## src/rtl/i2c_target_regs.sv

```systemverilog
// I2C target that bridges 7-bit-addressed bus transactions to an 8-bit register port.
// The register pointer auto-increments on each byte; the target never stretches SCL.
module i2c_target_regs #(
    parameter logic [6:0] TARGET_ADDR = 7'h42,
    parameter int         SYNC_STAGES = 2
) (
    input  logic       clk,
    input  logic       reset_n,
    input  logic       scl_i,
    input  logic       sda_i,
    output logic       sda_oe,
    output logic [7:0] reg_addr,
    output logic [7:0] reg_wdata,
    output logic       reg_we,
    output logic       reg_re,
    input  logic [7:0] reg_rdata,
    output logic       busy
);

    typedef enum logic [3:0] {
        IDLE, ADDR, ADDR_ACK, PTR, PTR_ACK, WDATA, WDATA_ACK, RDATA, RDATA_ACK, IGNORE
    } state_t;

    state_t                 state;
    logic [SYNC_STAGES-1:0] scl_sync;
    logic [SYNC_STAGES-1:0] sda_sync;
    logic                   scl_s;
    logic                   sda_s;
    logic                   scl_d;
    logic                   sda_d;
    logic                   scl_rise;
    logic                   scl_fall;
    logic                   start_det;
    logic                   stop_det;
    logic [2:0]             bit_cnt;
    logic [7:0]             shift;
    logic [7:0]             byte_in;
    logic                   rw;
    logic                   load_pending;
    logic                   inc_pending;

    // Synchronizers idle high so reset never looks like a START or STOP.
    always_ff @(posedge clk or negedge reset_n) begin
        if (!reset_n) begin
            scl_sync <= '1;
            sda_sync <= '1;
            scl_d    <= 1'b1;
            sda_d    <= 1'b1;
        end else begin
            scl_sync <= {scl_sync[SYNC_STAGES-2:0], scl_i};
            sda_sync <= {sda_sync[SYNC_STAGES-2:0], sda_i};
            scl_d    <= scl_s;
            sda_d    <= sda_s;
        end
    end

    assign scl_s     = scl_sync[SYNC_STAGES-1];
    assign sda_s     = sda_sync[SYNC_STAGES-1];
    assign scl_rise  = scl_s & ~scl_d;
    assign scl_fall  = ~scl_s & scl_d;
    assign start_det = scl_s & scl_d & sda_d & ~sda_s;
    assign stop_det  = scl_s & scl_d & ~sda_d & sda_s;
    assign byte_in   = {shift[6:0], sda_s};

    always_ff @(posedge clk or negedge reset_n) begin
        if (!reset_n) begin
            state        <= IDLE;
            bit_cnt      <= 3'd0;
            shift        <= 8'h00;
            rw           <= 1'b0;
            sda_oe       <= 1'b0;
            reg_addr     <= 8'h00;
            reg_wdata    <= 8'h00;
            reg_we       <= 1'b0;
            reg_re       <= 1'b0;
            busy         <= 1'b0;
            load_pending <= 1'b0;
            inc_pending  <= 1'b0;
        end else begin
            reg_we       <= 1'b0;
            reg_re       <= 1'b0;
            load_pending <= 1'b0;
            inc_pending  <= 1'b0;
            if (load_pending)
                shift <= reg_rdata;
            if (inc_pending)
                reg_addr <= reg_addr + 8'd1;

            if (start_det) begin
                state   <= ADDR;
                bit_cnt <= 3'd0;
                busy    <= 1'b1;
                sda_oe  <= 1'b0;
            end else if (stop_det) begin
                state   <= IDLE;
                bit_cnt <= 3'd0;
                busy    <= 1'b0;
                sda_oe  <= 1'b0;
            end else begin
                case (state)
                    ADDR: if (scl_rise) begin
                        shift   <= byte_in;
                        bit_cnt <= bit_cnt + 3'd1;
                        if (bit_cnt == 3'd7) begin
                            if (byte_in[7:1] == TARGET_ADDR) begin
                                state <= ADDR_ACK;
                                rw    <= byte_in[0];
                            end else begin
                                state <= IGNORE;
                            end
                        end
                    end
                    PTR: if (scl_rise) begin
                        shift   <= byte_in;
                        bit_cnt <= bit_cnt + 3'd1;
                        if (bit_cnt == 3'd7) begin
                            reg_addr <= byte_in;
                            state    <= PTR_ACK;
                        end
                    end
                    WDATA: if (scl_rise) begin
                        shift   <= byte_in;
                        bit_cnt <= bit_cnt + 3'd1;
                        if (bit_cnt == 3'd7)
                            state <= WDATA_ACK;
                    end
                    // bit_cnt 0: waiting for the fall that opens the ACK clock; 1: inside it.
                    ADDR_ACK: begin
                        if (scl_fall && bit_cnt == 3'd0) begin
                            sda_oe  <= 1'b1;
                            bit_cnt <= 3'd1;
                        end else if (scl_rise && bit_cnt == 3'd1 && rw) begin
                            reg_re       <= 1'b1;
                            load_pending <= 1'b1;
                        end else if (scl_fall && bit_cnt == 3'd1) begin
                            bit_cnt <= 3'd0;
                            if (rw) begin
                                sda_oe <= ~shift[7];
                                state  <= RDATA;
                            end else begin
                                sda_oe <= 1'b0;
                                state  <= PTR;
                            end
                        end
                    end
                    PTR_ACK, WDATA_ACK: begin
                        if (scl_fall && bit_cnt == 3'd0) begin
                            sda_oe  <= 1'b1;
                            bit_cnt <= 3'd1;
                            if (state == WDATA_ACK) begin
                                reg_we      <= 1'b1;
                                reg_wdata   <= shift;
                                inc_pending <= 1'b1;
                            end
                        end else if (scl_fall && bit_cnt == 3'd1) begin
                            sda_oe  <= 1'b0;
                            bit_cnt <= 3'd0;
                            state   <= WDATA;
                        end
                    end
                    RDATA: if (scl_fall) begin
                        if (bit_cnt == 3'd7) begin
                            sda_oe  <= 1'b0;
                            bit_cnt <= 3'd0;
                            state   <= RDATA_ACK;
                        end else begin
                            shift   <= {shift[6:0], 1'b0};
                            sda_oe  <= ~shift[6];
                            bit_cnt <= bit_cnt + 3'd1;
                        end
                    end
                    RDATA_ACK: begin
                        if (scl_rise && bit_cnt == 3'd0) begin
                            if (!sda_s) begin
                                reg_addr     <= reg_addr + 8'd1;
                                reg_re       <= 1'b1;
                                load_pending <= 1'b1;
                                bit_cnt      <= 3'd1;
                            end else begin
                                state <= IGNORE;
                            end
                        end else if (scl_fall && bit_cnt == 3'd1) begin
                            sda_oe  <= ~shift[7];
                            bit_cnt <= 3'd0;
                            state   <= RDATA;
                        end
                    end
                    default: ;
                endcase
            end
        end
    end

endmodule
```

## config.mk

```make
export PLATFORM = sky130hd
export DESIGN_NAME = i2c_target_regs
export DESIGN_NICKNAME = d
export VERILOG_FILES = /design/src/rtl/i2c_target_regs.sv
export SDC_FILE = /design/constraint.sdc
export NUM_CORES = 1
export LEC_CHECK = 0
export ABC_CLOCK_PERIOD_IN_PS = 2720
export BUFFER_PORTS_ARGS = -buffer_cell sky130_fd_sc_hd__buf_2
export CORE_UTILIZATION = 58
export DETAILED_ROUTE_END_ITERATION = 12
export MAX_ROUTING_LAYER = met4
export PLACE_DENSITY = 0.77
export SYNTH_ARGS = -nofsm -noshare
export SYNTH_HDL_FRONTEND = slang
export SYNTH_SLANG_ARGS = --single-unit
```

## constraint.sdc

```tcl
create_clock -name clk -period 2.72 [get_ports clk]
set_clock_uncertainty 0.2 [all_clocks]
set_input_delay 0.544 -clock clk [delete_from_list [all_inputs] [get_ports clk]]
set_output_delay 0.544 -clock clk [all_outputs]
set_load 0.005 [all_outputs]
```

After elaboration in Yosys (flattened, before gate mapping)

Index checks and enable logic that the tools add are counted.

$add $sub $neg: 2
$mul: 0
Div/mod/pow operators: 0
Magnitude comparators: 0
Eq/ne operators: 33
Shift operators: 0
Muxes and demuxes: 75
Bitwise logic cells: 15
Reduce and logical (&&, ||, !) cells: 17

Operators with widths:

| kind                                          | number |
|---|---|
| two-way mux 8 bit                             | 13 |
| two-way mux 4 bit                             | 19 |
| inequality test 4 bit, second input constant  | 15 |
| two-way mux 3 bit                             | 12 |
| one-hot mux 8 bit (2 select lines)            | 2 |
| inequality test 5 bit, second input constant  | 6 |
| one-hot mux 4 bit (7 select lines)            | 1 |
| two-way mux 1 bit                             | 25 |
| == test 4 x 3 -> 1 bit, second input constant | 4 |
| AND reduction 16 bit                          | 1 |
| one-hot mux 3 bit (5 select lines)            | 1 |
| AND reduction 5 bit                           | 2 |
| nonzero test 9 bit                            | 1 |
| adder 8 x 1 -> 8 bit, second input constant   | 1 |
| == test 4 x 2 -> 1 bit, second input constant | 2 |
| inverter 1 bit                                | 8 |
| AND 1 bit                                     | 7 |
| == test 7 bit, second input constant          | 1 |
| AND reduction 7 bit                           | 1 |
| nonzero test 7 bit                            | 1 |
| AND reduction 6 bit                           | 1 |
| nonzero test 6 bit                            | 1 |
| logical AND 1 bit                             | 5 |
| == test 4 x 1 -> 1 bit, second input constant | 1 |
| 11 further kinds                              | 11 |

Register bits: 42
Latch bits: 0
Memory bits (writable): 0
ROM bits: 0
Bits of input ports: 12
Memories: 0

Depth between registers and ports, before layout

Word-level depth: 9
Gate-level depth with buffers: 8

Worst setup path after synthesis

Ideal clock, no wire load.

Kind: flip-flop to flip-flop
Start: register scl_sync[1]
End: register bit_cnt[0]
Setup time: 125 ps
Data arrival time: 1837 ps
Required time: 2395 ps
Path slack: 558 ps
Stages on the path, launching flop included: 7
Path buffers: 1
Period minus slack after synthesis: 2162 ps
Path through: dfstp_2 > buf_4 > nand4b_1 > o311ai_0 > a2111o_1 > and2_4 > mux2_4

Cells in the longest elaborated chain, start to end: 9

RTL lines:

| element                            | line          | text |
|---|---|---|
| from (decl)                        | 25            | `logic [SYNC_STAGES-1:0] scl_sync;` |
| from (signal assigned)             | 50            | `scl_sync <= {scl_sync[SYNC_STAGES-2:0], scl_i};` |
| inverter 1 bit                     | 60            | `assign scl_fall = ~scl_s & scl_d;` |
| AND 1 bit                          | 60            |  |
| logical AND 1 bit                  | 135, 155, 182 |  |
| two-way mux 3 bit (2 in series)    | n/a           |  |
| two-way mux 3 bit                  | 129           | `if (scl_fall && bit_cnt == 3'd0) begin` |
| one-hot mux 3 bit (5 select lines) | 100           | `case (state)` |
| two-way mux 3 bit                  | 94            | `end else if (stop_det) begin` |
| two-way mux 3 bit                  | 89            | `if (start_det) begin` |
| to (signal assigned)               | 103           | `bit_cnt <= bit_cnt + 3'd1;` |
| to (signal assigned)               | 115           | `bit_cnt <= bit_cnt + 3'd1;` |
| to (signal assigned)               | 123           | `bit_cnt <= bit_cnt + 3'd1;` |
| to (decl)                          | 35            | `logic [2:0] bit_cnt;` |

Several ways; a longest one is shown, not always the timed one. The select of a mux whose other input is x is not followed.
A chain may end at the register's enable or synchronous reset.

Worst setup path in the final report

Start: register state[1]
End: register bit_cnt[0]

Cells in the longest elaborated chain, start to end: 5

RTL lines:

| element                                                                          | line | text |
|---|---|---|
| from (decl)                                                                      | 24   | `state_t state;` |
| from (signal assigned)                                                           | 67   | `state <= IDLE;` |
| from (signal assigned)                                                           | 90   | `state <= ADDR;` |
| from (signal assigned)                                                           | 95   | `state <= IDLE;` |
| == test 4 x 3 -> 1 bit (tied with other cells)                                   | 100  |  |
| OR reduction 3 bit (no source line) / OR reduction 2 bit (equally long branches) | n/a  |  |
| one-hot mux 3 bit (5 select lines)                                               | 100  |  |
| two-way mux 3 bit                                                                | 94   |  |
| two-way mux 3 bit                                                                | 89   |  |

Several ways; a longest one is shown, not always the timed one.

==> impl_metrics.env <==
export IMPL_status="completed"
export IMPL_overflow=0
export IMPL_rsz0062_at_grt="false"
export IMPL_p_int_mw=1.25
export IMPL_grtUsageTotal_pct=29.1
export IMPL_synth_top_area_cell="dfrtp_1"
export IMPL_clkPwrFrac_pct=26.0
export IMPL_grt_pass1_wl_um=11100
export IMPL_fin_crit_sh_pct=89.5
export IMPL_endpoint_kind="flop"
export IMPL_p_leak_nw=1.29
export IMPL_ir_worst_vdd_v=0.000439
export IMPL_routedWlPerCell_um=18.0
export IMPL_post_synth_cell_area_avg_um2=9.64
export IMPL_rows=24
export IMPL_synth_top_area_share_pct=33.3
export IMPL_finalPower_mw=1.93
export IMPL_vias_per_cell=6.39
export IMPL_drc_errors=0
export IMPL_drive_above_1_share_pct=24.1
export IMPL_cts_made_buffers=5
export IMPL_ctsHoldBuffers=0
export IMPL_pwr_share_seq_pct=46.0
export IMPL_yosysMostFrequentCell="dfrtp_1"
export IMPL_netlist_instances=281
export IMPL_insertedDiodeCount=0
export IMPL_fin_util_pct=68.0
export IMPL_min_period_ns=2.43
export IMPL_syn_num_nets=298
export IMPL_clkSlewWorstSetupHoldPaths_ns=0.08
export IMPL_maxSlewHeadroom_pct=38.0
export IMPL_max_freq_ghz=0.411
export IMPL_cp_top_family="simple AND/OR/NAND/NOR gates"
export IMPL_yosysUniqueCellTypes=66
export IMPL_yosys_register_bits=42
export IMPL_hold_viol=0
export IMPL_area_growth_pct=10.9
export IMPL_htreeDepth=2
export IMPL_yosys_most_used_dff="dfrtp_1"
export IMPL_drv_cap=0
export IMPL_critPathArrivalTime_ns=2.41
export IMPL_finalWeightedCongestion=0.978
export IMPL_cts_setup_buffers=0
export IMPL_initial_core_util_pct=61.4
export IMPL_path_max_fanout=17
export IMPL_die_h_um=70.3
export IMPL_tns_ns=0
export IMPL_crit_chain="or4b_1, nor2_1, a2111o_1, and2_4, mux2_4"
export IMPL_nets=327
export IMPL_drv_slew=0
export IMPL_critPathBufInv=0
export IMPL_antenna_found_initial=0
export IMPL_drt_initial_drc_count=262
export IMPL_ant_nets=0
export IMPL_crit_required_ns=2.70
export IMPL_grt_max_degree=43
export IMPL_syn_area_um2=2710
export IMPL_worstMarginPinSlew_ns=0.930
export IMPL_cp_startpoint="state[1]"
export IMPL_yosys_warnings=0
export IMPL_setup_violations=0
export IMPL_slowest_delay_ns=0.65
export IMPL_synth_edff_count=0
export IMPL_ys_top_cells_by_area="dfrtp_1, dfstp_2, a21oi_1"
export IMPL_ioPinCount=32
export IMPL_core_region_area_um2=4410
export IMPL_die_w_um=70.3
export IMPL_detailed_place_hpwl_um=4750
export IMPL_worstReg2RegStart="state[1]"
export IMPL_grt_pass1_vias=2206
export IMPL_comb_power_share_pct=28.1
export IMPL_slowest_stage="or4b_1"
export IMPL_p_switching_mw=0.671
export IMPL_synth_async_reset_ratio_pct=100
export IMPL_io_buffers=31
export IMPL_routed_wl_um=6520
export IMPL_cts_resized=0
export IMPL_min_from="sda_i"
export IMPL_ys_seq_area_share_pct=39.1
export IMPL_cts_tree="built"
export IMPL_min_path_type="input port to flop"
export IMPL_vias=2319
export IMPL_clk_latency_ns=0.29
export IMPL_fin_hold_ws_ns=0.146
export IMPL_die_area_um2=4950
export IMPL_critPathLaunchType="flop"
export IMPL_root_buffer="clkbuf_8"
export IMPL_cts_buffer_depth=2
export IMPL_cts_sinks=42
export IMPL_dr_pass1_iters=6
export IMPL_synth_common_cells="dfrtp_1, a21oi_1, nand2_1"
export IMPL_p_sw_share_pct=34.9
export IMPL_crit_type="flop to flop"
export IMPL_power_density_nw_per_um2=641
-- area by class of cell --
| class | instances | area (µm²) |
|---|---|---|
| Tap cell | 52 | 65.1 |
| Fill cell | 358 | 1410 |
| Sequential cell | 42 | 1060 |
| Timing Repair Buffer | 40 | 223 |
| Clock buffer | 5 | 68.8 |
| Multi-Input combinational cell | 214 | 1520 |
| Inverter | 7 | 26.3 |
| Clock inverter | 3 | 43.8 |
-- power by group through the flow --
| stage | clock, mW | combinational [mW] | sequential [mW] |
|---|---|---|---|
| 2_1_floorplan | 0 | 0.431 | 0.819 |
| 3_3_place_gp | 0 | 0.526 | 0.885 |
| 3_5_place_dp | 0 | 0.533 | 0.890 |
| 4_1_cts | 0.508 | 0.536 | 0.878 |
| 5_1_grt | 0.533 | 0.599 | 0.900 |
| 6_report | 0.500 | 0.540 | 0.885 |
-- stage by stage --
stage | setup slack [ns] | cell area (µm²) | cells
floorplan | 0.558 | 2710 | 281
global placement | 0.377 | 2890 | 355
detailed placement | 0.336 | 2890 | 355
CTS | 0.325 | 3000 | 363
global route | 0.213 | 3000 | 363
finish | 0.287 | 3000 | 363
-- worst paths after layout --
check	endpoint	slack [ns]	cells past startpoint
max reg2reg	bit_cnt[0]	0.29	5
min	sda_sync[0]	0.15	1
min in group asynchronous	bit_cnt[2]	0.19	1
min reg2reg	scl_sync[1]	0.16	0
max	bit_cnt[0]	0.29	5
max in group asynchronous	load_pending	1.56	1
-- placed cells by master (no fill, tap or decap), types with 3 or more instances in the layout --
master,count
nor2_1,18
ha_1,5
a21oi_1,23
dfrtp_1,36
nor4_1,3
dfstp_2,6
xor2_1,6
o21a_1,4
o211ai_1,7
buf_2,31
o221ai_1,6
mux2_2,9
clkbuf_8,5
nand2_1,21
nand4_1,4
nand3_1,8
buf_4,9
mux2i_1,10
nor3_1,9
xnor2_1,11
o21ai_0,12
inv_1,7
nand2b_1,4
-- registers in the layout (all words and copies together), names as in the netlist --
register,cells
sda_oe,1
scl_d,1
reg_addr,8
state,4
sda_d,1
reg_wdata,8
sda_sync,2
rw,1
load_pending,1
bit_cnt,3
shift,8
inc_pending,1
busy,1
scl_sync,2
-- routing by layer --
metal  share of wire, %  track usage [%]  up-vias
li1                   -                -     1108
met1                 48             43.4     1123
met2                 46             42.5       84
met3                5.2             4.33        4
met4               0.49             5.56        0
met5                  0                -        -
-- cells by family after synthesis --
group | count (synthesis) | share of synthesized area, %
AOI/OAI and AO/OA | 79 | 20.3
xor gates and xnor gates | 17 | 5.50
adders and majority gates | 5 | 2.31
buffers and inverters | 25 | 4.90
DFF | 42 | 39.1
muxes | 20 | 7.99
and+or+nand+nor | 93 | 19.9
(Power assumes the default switching activity.)
